`src/rtl/ahb_bm_pkg.sv`:
```
// Shared encodings for the bus-matrix default slave: AHB response and
// transfer codes plus the default-slave FSM state type.
package ahb_bm_pkg;

  localparam logic [1:0] HRESP_OKAY   = 2'b00;
  localparam logic [1:0] HRESP_ERROR  = 2'b01;

  localparam logic [1:0] HTRANS_IDLE   = 2'b00;
  localparam logic [1:0] HTRANS_BUSY   = 2'b01;
  localparam logic [1:0] HTRANS_NONSEQ = 2'b10;
  localparam logic [1:0] HTRANS_SEQ    = 2'b11;

  typedef enum logic [2:0] {
    IDLE = 3'd0,
    WAIT = 3'd1,
    ERR1 = 3'd2,
    ERR2 = 3'd3,
    OKW  = 3'd4
  } ds_state_t;

endpackage

```
`src/rtl/ahb_bus_matrix_errlog_fifo.sv`:
```
// Fault-record FIFO. Pointers carry one extra wrap bit so full/empty come
// from a plain compare. The head record and its valid flag are registered:
// the next head is computed from the post-update read pointer, bypassing
// the incoming record when it lands exactly in the head slot.
module ahb_bus_matrix_errlog_fifo #(
  parameter int WIDTH = 37,
  parameter int DEPTH = 4
) (
  input  logic             clk,
  input  logic             rst_n,
  input  logic             push,
  input  logic             pop,
  input  logic [WIDTH-1:0] din,
  output logic             full,
  output logic             empty,
  output logic             head_valid,
  output logic [WIDTH-1:0] head
);

  localparam int AW = $clog2(DEPTH);

  logic [AW:0]      wr_ptr, rd_ptr, wr_nxt, rd_nxt;
  logic [WIDTH-1:0] mem [DEPTH];
  logic [WIDTH-1:0] head_nxt;
  logic             push_eff, pop_eff;

  assign empty = (wr_ptr == rd_ptr);
  assign full  = (wr_ptr[AW] != rd_ptr[AW]) && (wr_ptr[AW-1:0] == rd_ptr[AW-1:0]);

  // Pop is ignored when empty; a push while full only lands if a pop frees a slot.
  always_comb begin
    pop_eff  = pop & ~empty;
    push_eff = push & (~full | pop_eff);
    wr_nxt   = wr_ptr + {{AW{1'b0}}, push_eff};
    rd_nxt   = rd_ptr + {{AW{1'b0}}, pop_eff};
    if (push_eff && (wr_ptr[AW-1:0] == rd_nxt[AW-1:0]))
      head_nxt = din;
    else
      head_nxt = mem[rd_nxt[AW-1:0]];
  end

  // Record storage; contents need no reset because valid gates them.
  always_ff @(posedge clk) begin
    if (push_eff) mem[wr_ptr[AW-1:0]] <= din;
  end

  // Pointers and the registered head view.
  always_ff @(posedge clk or negedge rst_n) begin
    if (!rst_n) begin
      wr_ptr     <= '0;
      rd_ptr     <= '0;
      head       <= '0;
      head_valid <= 1'b0;
    end else begin
      wr_ptr     <= wr_nxt;
      rd_ptr     <= rd_nxt;
      head       <= head_nxt;
      head_valid <= (wr_nxt != rd_nxt);
    end
  end

endmodule

```
`src/rtl/ahb_bus_matrix_default_slave_errlog.sv`:
```
// Default slave for the bus matrix: answers unmapped transfers after a
// programmable number of wait cycles with either the two-cycle ERROR
// response or a read-as-zero OKAY, and logs each fault for debug.
//
// Handshake: a transfer is accepted ("hit") in a cycle where HREADY=1,
// HSEL=1 and HTRANS is NONSEQ/SEQ; the response completes in the cycle
// this slave drives HREADYOUT=1. The log behaves as valid/ready: the head
// record is stable while log_valid=1 and is consumed by log_pop=1 in the
// same cycle; log_pop with log_valid=0 has no effect.
module ahb_bus_matrix_default_slave_errlog
  import ahb_bm_pkg::*;
#(
  parameter int ADDR_WIDTH   = 32,
  parameter int DATA_WIDTH   = 32,
  parameter int MASTER_WIDTH = 4,
  parameter int WAIT_STATES  = 0,
  parameter int RESP_ERROR   = 1,
  parameter int LOG_DEPTH    = 4,
  parameter int CNT_WIDTH    = 8
) (
  input  logic                    HCLK,
  input  logic                    HRESETn,
  input  logic                    HSEL,
  input  logic [ADDR_WIDTH-1:0]   HADDR,
  input  logic [1:0]              HTRANS,
  input  logic                    HWRITE,
  input  logic [MASTER_WIDTH-1:0] HMASTER,
  input  logic                    HREADY,
  output logic                    HREADYOUT,
  output logic [1:0]              HRESP,
  output logic [DATA_WIDTH-1:0]   HRDATA,
  output logic                    log_valid,
  output logic [ADDR_WIDTH-1:0]   log_addr,
  output logic                    log_write,
  output logic [MASTER_WIDTH-1:0] log_master,
  input  logic                    log_pop,
  output logic                    log_ovf,
  output logic [CNT_WIDTH-1:0]    err_count,
  input  logic                    err_clr,
  output logic                    irq,
  output ds_state_t               dbg_state
);

  localparam int REC_W = ADDR_WIDTH + 1 + MASTER_WIDTH;
  localparam logic [3:0] WCNT_LOAD = (WAIT_STATES > 0) ? 4'(WAIT_STATES - 1) : 4'd0;
  // State entered once the wait cycles are spent.
  localparam ds_state_t RESP_ST = (RESP_ERROR != 0) ? ERR1 : OKW;
  // State entered on a hit; zero-wait OKAY simply stays in IDLE.
  localparam ds_state_t HIT_ST  = (WAIT_STATES > 0) ? WAIT : RESP_ST == ERR1 ? ERR1 : IDLE;

  ds_state_t         state, state_nxt;
  logic [3:0]        wcnt, wcnt_nxt;
  logic              ready_nxt;
  logic [1:0]        resp_nxt;
  logic              hit;
  logic              fifo_full, fifo_empty;
  logic [REC_W-1:0]  head;
  logic              unused_ok;

  assign hit       = HREADY & HSEL & HTRANS[1];
  assign HRDATA    = '0;
  assign irq       = log_valid | log_ovf;
  assign dbg_state = state;
  assign unused_ok = &{1'b0, HTRANS[0], fifo_empty};
  assign {log_addr, log_write, log_master} = head;

  // Next state, wait counter and the response the next state will present.
  always_comb begin
    state_nxt = state;
    wcnt_nxt  = wcnt;
    ready_nxt = 1'b1;
    resp_nxt  = HRESP_OKAY;
    case (state)
      IDLE, ERR2, OKW: begin
        if (hit) begin
          state_nxt = HIT_ST;
          wcnt_nxt  = WCNT_LOAD;
        end else begin
          state_nxt = IDLE;
        end
      end
      WAIT: begin
        if (wcnt == 4'd0) state_nxt = RESP_ST;
        else              wcnt_nxt  = wcnt - 4'd1;
      end
      ERR1:    state_nxt = ERR2;
      default: state_nxt = IDLE;
    endcase
    case (state_nxt)
      WAIT:    ready_nxt = 1'b0;
      ERR1: begin
        ready_nxt = 1'b0;
        resp_nxt  = HRESP_ERROR;
      end
      ERR2:    resp_nxt  = HRESP_ERROR;
      default: ;
    endcase
  end

  // State register with the bus response registered from the next state.
  always_ff @(posedge HCLK or negedge HRESETn) begin
    if (!HRESETn) begin
      state     <= IDLE;
      wcnt      <= 4'd0;
      HREADYOUT <= 1'b1;
      HRESP     <= HRESP_OKAY;
    end else begin
      state     <= state_nxt;
      wcnt      <= wcnt_nxt;
      HREADYOUT <= ready_nxt;
      HRESP     <= resp_nxt;
    end
  end

  // Saturating fault counter and sticky overflow flag; clear wins.
  always_ff @(posedge HCLK or negedge HRESETn) begin
    if (!HRESETn) begin
      err_count <= '0;
      log_ovf   <= 1'b0;
    end else if (err_clr) begin
      err_count <= '0;
      log_ovf   <= 1'b0;
    end else begin
      if (hit && (err_count != '1)) err_count <= err_count + CNT_WIDTH'(1);
      if (hit && fifo_full && !log_pop) log_ovf <= 1'b1;
    end
  end

  ahb_bus_matrix_errlog_fifo #(
    .WIDTH (REC_W),
    .DEPTH (LOG_DEPTH)
  ) u_fifo (
    .clk        (HCLK),
    .rst_n      (HRESETn),
    .push       (hit),
    .pop        (log_pop),
    .din        ({HADDR, HWRITE, HMASTER}),
    .full       (fifo_full),
    .empty      (fifo_empty),
    .head_valid (log_valid),
    .head       (head)
  );

endmodule

```
`config.mk`:
```
export PLATFORM = sky130hd
export DESIGN_NAME = ahb_bus_matrix_default_slave_errlog
export DESIGN_NICKNAME = d
export VERILOG_FILES = /design/src/rtl/ahb_bm_pkg.sv /design/src/rtl/ahb_bus_matrix_errlog_fifo.sv /design/src/rtl/ahb_bus_matrix_default_slave_errlog.sv
export SDC_FILE = /design/constraint.sdc
export NUM_CORES = 1
export LEC_CHECK = 0
export ABC_AREA = 1
export CAP_MARGIN = 25
export CORE_UTILIZATION = 56
export CTS_BUF_LIST = sky130_fd_sc_hd__clkbuf_4 sky130_fd_sc_hd__clkbuf_8
export DETAILED_ROUTE_END_ITERATION = 10
export PLACE_DENSITY = 0.82
export SLEW_MARGIN = 0
export SYNTH_ARGS = -nofsm -noshare
export SYNTH_HDL_FRONTEND = slang
export SYNTH_SLANG_ARGS = --single-unit
```
`constraint.sdc`:
```
create_clock -name HCLK -period 4.6 [get_ports HCLK]
set_input_delay 0.69 -clock HCLK [delete_from_list [all_inputs] [get_ports HCLK]]
set_output_delay 0.69 -clock HCLK [all_outputs]
set_load 0.01 [all_outputs]
```
# Word-level counts from Yosys, hierarchy flattened
# Memory sizes are Yosys's and may differ from the RTL's. A register that Yosys moved wholly into a read port is not among the register bits.
# Index checks and enable logic that the tools add are counted.
[totals] output_inout_bits=86 input_bits=45 mem_bits_rw=148 n_memories=1 word_cells=65 reg_bits=26
[memory_table] memory="u_fifo.mem" words=4 word_bits=37 read_ports=1 rd_clocked_by_memory_dff=1 wr=1 line_no="ahb_bus_matrix_errlog_fifo.sv:23" rtl="logic [WIDTH-1:0] mem [DEPTH];"
[op_classes] mux=14 reduce_logical=15 addsub=4 n_eq_ne=14 bitwise=8
[op_table] cell="two-way mux 8 bit" count=2
[op_table] cell="== test 3 x 2 -> 1 bit (second input constant)" count=4
[op_table] cell="one-hot mux 3 bit (3 select lines)" count=1
[op_table] cell="adder 8 x 1 -> 8 bit (second input constant)" count=1
[op_table] cell="two-way mux 4 bit" count=2
[op_table] cell="inequality test 8 bit (second input constant)" count=1
[op_table] cell="one-hot mux 4 bit (2 select lines)" count=1
[op_table] cell="adder 3 x 1 -> 3 bit" count=2
[op_table] cell="== test 3 x 1 -> 1 bit (second input constant)" count=2
[op_table] cell="two-way mux 1 bit" count=6
[op_table] cell="nonzero test 2 bit" count=3
[op_table] cell="AND 1 bit" count=4
[op_table] cell="logical AND 1 bit" count=4
[op_table] cell="zero test 4 bit" count=1
[op_table] cell="inequality test 2 bit (second input constant)" count=2
[op_table] cell="OR reduction 2 bit" count=2
[op_table] cell="subtractor 4 x 1 -> 4 bit (second input constant)" count=1
[op_table] cell="== test 3 bit" count=1
[op_table] cell="== test 3 bit (second input constant)" count=1
[op_table] cell="zero test 3 bit" count=1
[op_table] cell="two-way mux 3 bit" count=1
[op_table] cell="inequality test 3 bit" count=1
[op_table] cell="AND reduction 3 bit" count=1
[op_table] cell="OR reduction 3 bit" count=1
[op_table] cell="other kinds (6)" count=9

# Depth between registers and ports, before layout
[depth] word_depth=7 depth_mapped=17 ltp_nobuf=16

# Modules after synthesis
# Synthesis repeated with hierarchy kept, for this count alone.
[hier_totals] cells_unflattened=737 hier_area_um2=8768.4
[by_module_without_submodules] mod="ahb_bus_matrix_errlog_fifo" instances=1 seq_area_each_um2=5545.3 area_each_um2=7474.7 cells_per_inst=567
[by_module_without_submodules] mod="ahb_bus_matrix_default_slave_errlog" instances=1 seq_area_each_um2=451.7 area_each_um2=1293.7 cells_per_inst=170

# Worst setup path before layout
# No wires, ideal clock.
[synth_timing] kind="input port to flip-flop" from="input port HREADY" to="memory u_fifo.mem[1][0] (enable)" cell_stages=5 slack_ns=0.251 setup_ns=0.477 arrival_ns=3.872 n_path_buf=1 required_time_ns=4.123 cell_sequence="nand2_1 > nor2_2 > buf_2 > nand2_1 > nor3_1"
[synth_via] elab_chain_len=5
[synth_lines] item="start: declaration" line_no="ahb_bus_matrix_default_slave_errlog.sv:28" rtl="input logic HREADY,"
[synth_lines] item="AND 1 bit (2 in series)" line_no="ahb_bus_matrix_default_slave_errlog.sv:60" rtl="assign hit = HREADY & HSEL & HTRANS[1];"
[synth_lines] item="AND 1 bit" line_no="ahb_bus_matrix_errlog_fifo.sv:33" rtl="push_eff = push & (~full | pop_eff);"
[synth_lines] item="two-way mux 1 bit" line_no="ahb_bus_matrix_errlog_fifo.sv:44" rtl="if (push_eff) mem[wr_ptr[AW-1:0]] <= din;"
[synth_lines] item="two-way mux 1 bit (not written as such)" line_no="ahb_bus_matrix_errlog_fifo.sv:44"
[synth_lines] item="end: declaration" line_no="ahb_bus_matrix_errlog_fifo.sv:23"
# No other way between the ends.

# Worst setup path after layout
[layout_timing] from="register u_fifo.wr_ptr[1]" to="register u_fifo.head[24] (read register of u_fifo.mem)"
[layout_via] elab_chain_len=4
[layout_lines] item="start: declaration" line_no="ahb_bus_matrix_errlog_fifo.sv:22" rtl="logic [AW:0] wr_ptr, rd_ptr, wr_nxt, rd_nxt;"
[layout_lines] item="start signal: assignment" line_no="ahb_bus_matrix_errlog_fifo.sv:55" rtl="wr_ptr <= wr_nxt;"
[layout_lines] item="== test 3 bit" line_no="ahb_bus_matrix_errlog_fifo.sv:27" rtl="assign empty = (wr_ptr == rd_ptr);"
[layout_lines] item="inverter 1 bit" line_no="ahb_bus_matrix_errlog_fifo.sv:32" rtl="pop_eff = pop & ~empty;"
[layout_lines] item="AND 1 bit" line_no="ahb_bus_matrix_errlog_fifo.sv:32"
[layout_lines] item="adder 3 x 1 -> 3 bit" line_no="ahb_bus_matrix_errlog_fifo.sv:35" rtl="rd_nxt = rd_ptr + {{AW{1'b0}}, pop_eff};"
[layout_lines] item="net u_fifo.rd_nxt[1]" line_no="ahb_bus_matrix_errlog_fifo.sv:22"
[layout_lines] item="end: declaration" line_no="ahb_bus_matrix_errlog_fifo.sv:17" rtl="output logic [WIDTH-1:0] head"
# The timed path passes the listed nets, and every way through them passes these cells.
# A chain may end at the register's enable or synchronous reset.

==> impl_metrics.ini <==
[setup_path]
end_kind = register
critical_path_peak_fanout = 37
required_ns = 4.98
cp-start-kind = register
arrival_ns = 4.09
critPathKind = reg2reg

[job]
maxCapViolCount = 0

[timing]
tns_ns = 0
final-hold-violation-count = 0
fin_crit_sh = 0.8069
clock-skew-final_ns = 0.01610
worstMarginPinSlew_ns = 0.8218
rsz0062_at_grt = false
finalMaxSlewViolations = 0
fmax_mhz = 269.4
min_period_ns = 3.712
finalSetupViolations = 0
relSlewSlack = 0.4521

[layout]
drive_above_1_share = 0.1125
fin_area_sq_um = 10360
fin_nets = 889
fin_util = 0.6840
layout_common_cells = edfxtp_1 (148), nand2_1 (127), clkdlybuf4s50_1 (95)
final_common_cell = edfxtp_1
area_growth_syn_to_layout_pct = 19.79
n_antenna_cell = 0

[clocking]
clock_latency_ns = 0.49
hold_buffers = 0
htree_levels = 2
cts_root_buf = clkbuf_8
numCtsBuffers = 34
cts.repair.resized = 0
cts_tree = done
cts_sinks = 210
clk_pin_slew_worst_paths_ns = 0.06
cts_setup_buffers = 0
max-clock-path-buffers = 3

[drt]
wl_per_cell_um = 17.34
drc = 0
vias_per_cell = 5.627
num_vias = 5908
wirelength_um = 18200
firstDrtPassIters = 5
drtAntennaViolNets = 0
drtIter0Drc = 447

[grt]
antenna_found_initial = 0
grt_overflow = 0
track_usage = 0.2355
grt_max_degree = 75
grt_pass1_wl_um = 28880
grt_pass1_vias = 5749

[die]
fp.dieH_um = 126.3
core_sq_um = 15150
row_count = 45
chipWidth_um = 126.3
start_util = 0.5710
ios = 131
dieArea_sq_um = 15940

[placement]
place_area_sq_um = 9613
portBuffers = 96
routabilityCongestion = 0.8228
dp_hpwl_um = 9948

[power]
p_leak_nw = 4.066
pwr_density_cell_nw_per_um2 = 683.7
vdd_ir_drop_max_uv = 480.2

[yosys]
ys_async_sr_fraction = 0.2952
synthTopCellsByArea = edfxtp_1 (51%), dfrtp_1 (18%), nand2_1 (5.5%)
syn_avg_cell_area_sq_um = 11.85
synth_edf_count = 148
synth_area_leader_cell = edfxtp_1
synthCells = 730
synth.distinct_cells = 30
synth_top_area_share = 0.5139
synth_area_sq_um = 8648
ys_seq_elements = 210
synth_flop_cell = edfxtp_1
yosysWarnings = 0
seq_area_frac_synth = 0.6934

[outcome]
status = finished, final reports clean

[hold_path]
hold_class = in2async
-- report_power, final --
group / switching (mW) / total, mW / internal (mW) / leakage (nW)
sequential: 0.119 / 2.47 / 2.35 / 2.09
clock: 0.694 / 1.73 / 1.03 / 0.392
combinational: 1.84 / 2.88 / 1.04 / 1.58
-- worst paths after layout --
path,startpoint,depth (start not counted),endpoint,slack [ns]
worst max register to register,u_fifo.wr_ptr[1]$_DFF_PN0_,16,u_fifo.head[24]$_DFF_PN0_,0.89
max in group asynchronous,HRESETn,1,u_fifo.head[11]$_DFF_PN0_,3.76
min in group HCLK,log_ovf$_DFFE_PN0P_,2,log_ovf$_DFFE_PN0P_,0.53
worst max-delay path,u_fifo.wr_ptr[1]$_DFF_PN0_,16,u_fifo.head[24]$_DFF_PN0_,0.89
worst min register to register,log_ovf$_DFFE_PN0P_,2,log_ovf$_DFFE_PN0P_,0.53
worst min-delay path,HRESETn,1,u_fifo.head[3]$_DFF_PN0_,0.30
-- synthesized netlist by cell type (3+ instances only) --
cell and n:
edfxtp_1 148, nand2_1 127, nor2_1 83, o21ai_0 74
dfrtp_1 61, nand4_1 39, o22ai_1 38, buf_4 36
inv_1 25, nand3_1 17, buf_2 14, clkbuf_1 12
buf_6 8, ha_1 7, nor3_1 5, inv_2 4
nand2_2 4, o21ai_1 4, xor2_1 4, nor2_2 3
or2_2 3, xnor2_1 3
-- area by class of cell --
cell class / count / area (sq um)
Clock buffer: 50 / 619.3
Clock inverter: 11 / 127.6
Fill cell: 1064 / 4786
Inverter: 29 / 108.9
Multi-Input combinational cell: 452 / 2208
Sequential cell: 210 / 5997
Tap cell: 188 / 235.2
Timing Repair Buffer: 110 / 1064
-- through the flow --
stage / power, mW / worst slack [ns] / std cells / hold WS (ns)
after floorplan: 4.479 / 0.2505 / 763 / 0.3944
final: 7.083 / 0.8883 / 1050 / 0.2997
after global routing: 7.531 / 0.6344 / 1050 / 0.3673
after global placement: 5.257 / 0.8543 / 989 / 0.5113
after detailed placement: 5.355 / 0.8021 / 989 / 0.5165
after CTS: 7.106 / 0.9474 / 1050 / 0.3216
-- routing by layer --
metal | GRT usage | share of wire | up-vias
met3 | 0.04248 | 0.066 | 31
met2 | 0.4001 | 0.50 | 265
met1 | 0.3015 | 0.41 | 2888
met5 | 0 | 0 | -
li1 | - | - | 2724
met4 | 0.09426 | 0.018 | 0
-- state kept, by name (all words and copies together), names as in the netlist --
| name | flops |
|---|---|
| u_fifo.mem | 148 |
| u_fifo.head | 37 |
| err_count | 8 |
| wcnt | 4 |
| dbg_state | 3 |
| u_fifo.rd_ptr | 3 |
| u_fifo.wr_ptr | 3 |
| HREADYOUT | 1 |
| HRESP | 1 |
| log_ovf | 1 |
| u_fifo.head_valid | 1 |
-- cells by family after synthesis --
| kind of cell | after synthesis | synth area share |
|---|---|---|
| AOI/OAI and AO/OA | 118 | 0.07379 |
| adders and majority gates | 7 | 0.01013 |
| xor gates and xnor gates | 7 | 0.007089 |
| and+or+nand+nor | 286 | 0.1464 |
| other | 1 | 0.0004336 |
| DFF | 210 | 0.6934 |
| buffers and inverters | 101 | 0.06872 |
-- worst max-delay path, stage by stage (launching register included) --
cell	delay (ns)
dfrtp_1	0.50
inv_2	0.11
nand2_1	0.07
nand2_1	0.08
nor2_4	0.16
nand2_1	0.07
nand2_1	0.06
inv_1	0.05
ha_2	0.16
ha_1	0.63
inv_1	0.13
nand2_1	0.08
nand2_1	0.09
nor2_4	0.51
nand3_4	0.55
nand2_1	0.27
nand2_1	0.07
No activity file was read; power rests on OpenSTA's default activity.
